File: config.mk
export PLATFORM = sky130hd
export DESIGN_NAME = regfile32
export DESIGN_NICKNAME = d
export VERILOG_FILES = /design/src/rtl/core_pkg.sv /design/src/rtl/flag_reg.sv /design/src/rtl/regfile32.sv
export SDC_FILE = /design/constraint.sdc
export NUM_CORES = 2
export LEC_CHECK = 0
export BUFFER_PORTS_ARGS = -buffer_cell sky130_fd_sc_hd__buf_2
export CAP_MARGIN = 20
export CORE_MARGIN = 2
export CORE_UTILIZATION = 60
export CTS_BUF_LIST = sky130_fd_sc_hd__clkbuf_8
export CTS_CLUSTER_SIZE = 16
export DETAILED_ROUTE_END_ITERATION = 8
export GPL_ROUTABILITY_DRIVEN = 0
export PLACE_DENSITY_LB_ADDON = 0.08
export SETUP_SLACK_MARGIN = 0.5
export SYNTH_ARGS = -nofsm -noshare
export SYNTH_HDL_FRONTEND = slang
export SYNTH_SLANG_ARGS = --single-unit
File: constraint.sdc
create_clock -name clk -period 3.45 [get_ports clk]
set_clock_uncertainty 0.15 [all_clocks]
set_input_delay 0.69 -clock clk [delete_from_list [all_inputs] [get_ports clk]]
set_output_delay 0.69 -clock clk [all_outputs]
set_load 0.05 [all_outputs]
File: src/rtl/core_pkg.sv
// Shared core parameters: datapath/address widths common to regfile32 and alu32,
// plus the architectural zero-register address.
package core_pkg;

  localparam int WIDTH = 32;
  localparam int AW    = 5;
  localparam int NREGS = 1 << AW;

  localparam logic [AW-1:0] REG_ZERO = '0;

endpackage : core_pkg

File: src/rtl/flag_reg.sv
// Two-bit enabled status register with synchronous active-high reset.
// Used for the carry/zero flags; intended for reuse by other status bits.
module flag_reg (
  input  logic       clk,
  input  logic       rst,
  input  logic       i_en,
  input  logic [1:0] i_d,
  output logic [1:0] o_q
);

  logic [1:0] r_q;

  // NOTE: state registers use non-blocking (<=) so every flop samples pre-edge values.
  always_ff @(posedge clk) begin
    if (rst) begin
      r_q <= '0;
    end else if (i_en) begin
      r_q <= i_d;
    end
  end

  assign o_q = r_q;

endmodule : flag_reg

File: src/rtl/regfile32.sv
// Architectural register file: two combinational read ports, one synchronous
// write port, R0 hardwired to zero, and a registered carry/zero flag pair.
module regfile32 #(
  parameter int WIDTH = core_pkg::WIDTH,
  parameter int AW    = core_pkg::AW
) (
  input  logic             clk,
  input  logic             rst,
  input  logic [AW-1:0]    iRs1,
  input  logic [AW-1:0]    iRs2,
  input  logic [AW-1:0]    iRd,
  input  logic             iWe,
  input  logic [WIDTH-1:0] iWd,
  input  logic             iFlagWe,
  input  logic             iCarry,
  input  logic             iZero,
  output logic [WIDTH-1:0] oA,
  output logic [WIDTH-1:0] oB,
  output logic             oCarryQ,
  output logic             oZeroQ
);

  import core_pkg::REG_ZERO;

  localparam int NREGS = 1 << AW;

  logic [WIDTH-1:0] r_regs [NREGS];
  logic [1:0]       w_flags;

  // NOTE: the array is kept in flops (async two-port read), so it can and must be
  // reset explicitly; a RAM-inferred array would not accept a reset loop.
  always_ff @(posedge clk) begin
    if (rst) begin
      for (int i = 0; i < NREGS; i++) begin
        r_regs[i] <= '0;
      end
    end else if (iWe && (iRd != REG_ZERO)) begin
      r_regs[iRd] <= iWd;
    end
  end

  // Reads see only stored state: forwarding iWd here would close the ALU loop.
  assign oA = (iRs1 == REG_ZERO) ? '0 : r_regs[iRs1];
  assign oB = (iRs2 == REG_ZERO) ? '0 : r_regs[iRs2];

  flag_reg u_flag_reg (
    .clk  (clk),
    .rst  (rst),
    .i_en (iFlagWe),
    .i_d  ({iCarry, iZero}),
    .o_q  (w_flags)
  );

  assign oCarryQ = w_flags[1];
  assign oZeroQ  = w_flags[0];

endmodule : regfile32
Word-level counts from Yosys, hierarchy flattened

Memories as Yosys holds them, arrays and structs flattened.
Index checks and enable logic that the tools add are counted.

Register bits after elaboration: 2
RAM bits: 1024
Bits of input ports: 53
Output and inout bits: 66
Word-level logic and storage cells: 17
Memories: 1

Memories:

| name   | words | bits a word | rd ports | clocked after Yosys merged registers in | wr ports | RTL line        | text |
|---|---|---|---|---|---|---|---|
| r_regs | 32    | 32          | 2        | 0                                       | 32       | regfile32.sv:27 | `logic [WIDTH-1:0] r_regs [NREGS];` |

Mux-type cells: 10
Reduce and logical (&&, ||, !) cells: 5

Operators by type and width:

| cell                | number |
|---|---|
| 32-bit 2-to-1 mux   | 3 |
| 32-bit OR reduction | 1 |
| 5-bit logical NOT   | 2 |
| 1-bit 2-to-1 mux    | 6 |
| 5-bit 2-to-1 mux    | 1 |
| 5-bit nonzero test  | 1 |
| 1-bit logical AND   | 1 |

Depth between registers and ports, before layout

Word-level depth: 7
Gate-level depth with buffers: 9
Gate-level depth less buffers: 4

Hierarchy

Synthesis repeated with hierarchy kept, for this count alone.

Cell total of the unflattened synthesis: 3508
Area total of the unflattened synthesis: 54320.8 um2

Modules (own cells, without submodules):

| module    | times used | cells an instance | area an instance (um2) | sequential area each (um2) |
|---|---|---|---|---|
| regfile32 | 1          | 3502              | 54253.3                | 30749.5 |
| flag_reg  | 1          | 6                 | 67.6                   | 40.0 |

Least setup slack after synthesis

Ideal clock, no wire load.

Path kind: input-to-output
Start: input iRs1[0]
End: output oA[11]
Arrival time: 3.407 ns
Required time: 2.610 ns
Path slack: -0.797 ns
Stages on the path: 6
Path buffers: 4
Cell sequence: buf_2 buf_2 clkbuf_1 clkbuf_1 a211oi_1 nor4_1

Word-level cells in the longest chain between the ends: 2
Elaborated cells between the ends (all ways): 3
Classes of those cells: mux: 1; reduce/logical: 1; memory: 1

RTL lines:

| element                                                 | RTL line        | text |
|---|---|---|
| start: declaration                                      | regfile32.sv:9  | `input logic [AW-1:0] iRs1,` |
| memory 32 x 32 bit or 5-bit logical NOT (tied branches) | --              |  |
| 32-bit 2-to-1 mux *                                     | regfile32.sv:43 | `assign oA = (iRs1 == REG_ZERO) ? '0 : r_regs[iRs1];` |
| end: declaration                                        | regfile32.sv:17 | `output logic [WIDTH-1:0] oA,` |

Every way passes the cells marked *; elsewhere a longest branch is shown, timed or not.

==> results.py <==
metrics = {
    "outcome": {
        "status": "complete, but fails checks",
        "violations": "setup timing",
    },
    "pwr": {
        "p_leak_uw": 0.02393,
        "ir_worst_vdd_mv": 0.3948,
        "cellPowerDensity_nw_per_um2": 456.9,
    },
    "timing": {
        "max_freq_mhz": 282.6,
        "tightest_slew_ps": 892.3,
        "finalWorstSetupSlack_ps": -88.94,
        "max_slew_margin_pct": 40.39,
        "fin_setup_tns_ps": -636.4,
        "holdWs_ps": 264.9,
        "finalCritPeriodShare_pct": 102.6,
        "slew_viol_final": 0,
        "setup_viol": 22,
        "grt_setup_unrepaired": "true",
        "layout_min_cycle_time_ps": 3539,
        "hold_violations": 0,
    },
    "critical_path": {
        "reg2reg_slack_ps": 2150,
        "cp-start-kind": "flip-flop",
        "worstSetupPathType": "flip-flop to output port",
        "cp.required_ps": 2610,
        "crit_path_top_delay_cell": "mux4_2",
        "cp.arrival_ps": 2700,
        "cp_slowest_stage_delay_ps": 510,
        "worstPathMaxFanout": 2,
        "crit_path_end_kind": "output port",
        "r2r_cells": 3,
        "r2r_start": "u_flag_reg.o_q[1]",
        "reg2reg_to": "u_flag_reg.o_q[1]",
        "cp_cell_sequence": "mux4_2, a22o_4, a2111oi_4, buf_4, nor3_4, buf_12",
    },
    "die": {
        "die-area_sq_um": 92620,
        "start_util_pct": 60.31,
        "floorplan.rows": 110,
        "die_h_um": 304.3,
        "ios": 119,
        "fp.coreArea_sq_um": 89740,
        "die_x_um": 304.3,
    },
    "synth": {
        "ys_warn_count": 0,
        "synth-seq-cells": 1026,
        "syn_area_sq_um": 54120,
        "synth.yosys.seq_area_share_pct": 56.89,
        "synth_async_sr_flop_share_pct": 0,
        "netlist_instances": 3625,
        "synth-edff-count": 1024,
        "synth_top_flop_cell": "edfxtp_1",
        "syn_avg_cell_area_sq_um": 14.93,
        "yosys.cell_types.count": 43,
    },
    "cts": {
        "insertion_delay_ps": 840,
        "clk_pin_slew_ps": 70,
        "cts_tree": "built",
        "cts_made_buffers": 171,
        "ctsLongestPathBuffers": 3,
        "clock_sinks": 1026,
        "cts_max_level": 4,
        "cts_root_buf": "clkbuf_8",
    },
    "final_layout": {
        "mostFrequentLayoutCells": "1024 x edfxtp_1, 997 x and2_1, 425 x mux4_2, 299 x buf_4, 180 x clkbuf_8",
        "fin_nets": 4051,
        "multiInputGateArea_sq_um": 24470,
        "drive_gt1_share_pct": 38.21,
        "final_common_cell": "edfxtp_1",
        "seq_area_sq_um": 30790,
        "area_growth_pct": 22.74,
        "fillers": 5475,
    },
    "grt": {
        "grt_overflow": 0,
        "grt_pass1_wl_mm": 275.4,
        "grt_max_degree": 46,
        "grt_use_total_pct": 42.44,
        "grt_pass1_vias": 38695,
        "antenna_found_initial": 13,
    },
    "placement": {
        "dp_slack_ps": -146.2,
        "port-buffer-count": 118,
        "dp_hpwl_mm": 121.7,
    },
    "min_path": {
        "min_from": "iWd[2]",
        "hold_end": "r_regs[4][2]",
        "hold_depth": 2,
        "min_path_type": "input port to flip-flop",
    },
    "detailed_routing": {
        "antenna_left": 0,
        "drt_pass1_iterations": 5,
        "dr_total_vias": 38084,
        "wl_per_cell_um": 36.92,
        "drc_errors": 0,
        "drt-initial-drc-count": 5714,
        "vias_per_cell": 7.160,
        "wirelength_mm": 196.4,
    },
    "run": {
        "drv_cap": 0,
    },
}
[state kept, by name, indices dropped and copies added (netlist names)]
register and count:
r_regs 1024, u_flag_reg.o_q 2
[layer usage]
layer	global-route usage, %	wire (um)
met5	0	81
met2	63.83	89130
met3	14.85	29530
met1	54.16	65550
met4	24.06	12060
[power by group]
group	switching, uW	total (uW)	leakage, uW	internal (uW)
Clock	5080	10300	0.00179	5200
Sequential	398	14800	0.00977	14400
Combinational	2940	5270	0.0124	2330
[cell type report]
class	count	area share, %
diodes	5	0.01883
flip-flops and latches	1026	46.35
clock inverters	133	1.042
well taps	1176	2.215
multi-input cells	2210	36.84
clock buffers	180	3.729
inverters	25	0.1450
repair buffers	564	9.660
[synth_stat cells, types with 8 or more instances]
cell type,n,area (sq um)
mux2_2,24,270.3
nor3_1,33,165.2
nor4_1,9,56.30
mux4_2,425,9572
a22o_1,62,543.0
o221ai_1,31,271.5
buf_4,21,157.7
nand2_1,66,247.7
and2_1,1005,6287
edfxtp_1,1024,30750
a21oi_1,46,230.2
buf_2,59,295.3
o22ai_1,55,344.1
a221oi_1,23,201.4
buf_1,17,63.81
inv_1,25,93.84
a32o_1,9,90.09
a211oi_1,47,352.8
nor2b_1,8,50.05
a2111oi_0,31,271.5
mux2i_1,185,1852
or2_2,31,193.9
clkbuf_1,293,1100
nor2_1,36,135.1
a211o_1,23,201.4
[critical path: cells and delay by family (launching register included)]
kind	cells	cell delay, ps
flops	1	410
mux	1	510
simple gates	1	50
buf+inv	2	360
compound gates	2	520
[cells by family after synthesis]
logic type,count (synthesis),synth area share (%)
muxes,634,21.61
other,1,0.006929
AOI/OAI and AO/OA,331,4.693
and+or+nand+nor,1212,13.52
buffers and inverters,421,3.285
DFF,1026,56.89
[worst max-delay path by stage]
stage                        start  slack [ps]     end  cells after the start
floorplan                  iRs1[1]         230  oA[31]                      7
global placement           iRs1[1]        -160  oA[19]                      9
detailed placement         iRs1[1]        -150   oA[3]                      9
CTS                 r_regs[15][26]        -140  oB[26]                      6
global route        r_regs[15][26]        -150  oB[26]                      6
finish              r_regs[15][26]         -90  oB[26]                      6
[stage by stage]
stage               instances  area [sq um]  util, %  total power [uW]
CTS                      5272         65670    73.18             30120
finish                   5319         66430    74.03             30350
global route             5316         66420    74.02             31030
detailed placement       4926         60930    67.90             19690
global placement         4926         60930    67.90             19540
floorplan                3656         56650        -             17850
[repair_timing]
action,in CTS,in global routing
cloned,7,6
pin swaps,137,24
setup endpoints to repair,64,64
hold endpoints to repair,2,0
hold buffers,4,0
setup buffers,22,36
resized for setup,246,59
Power figures use the tool's default switching activity.
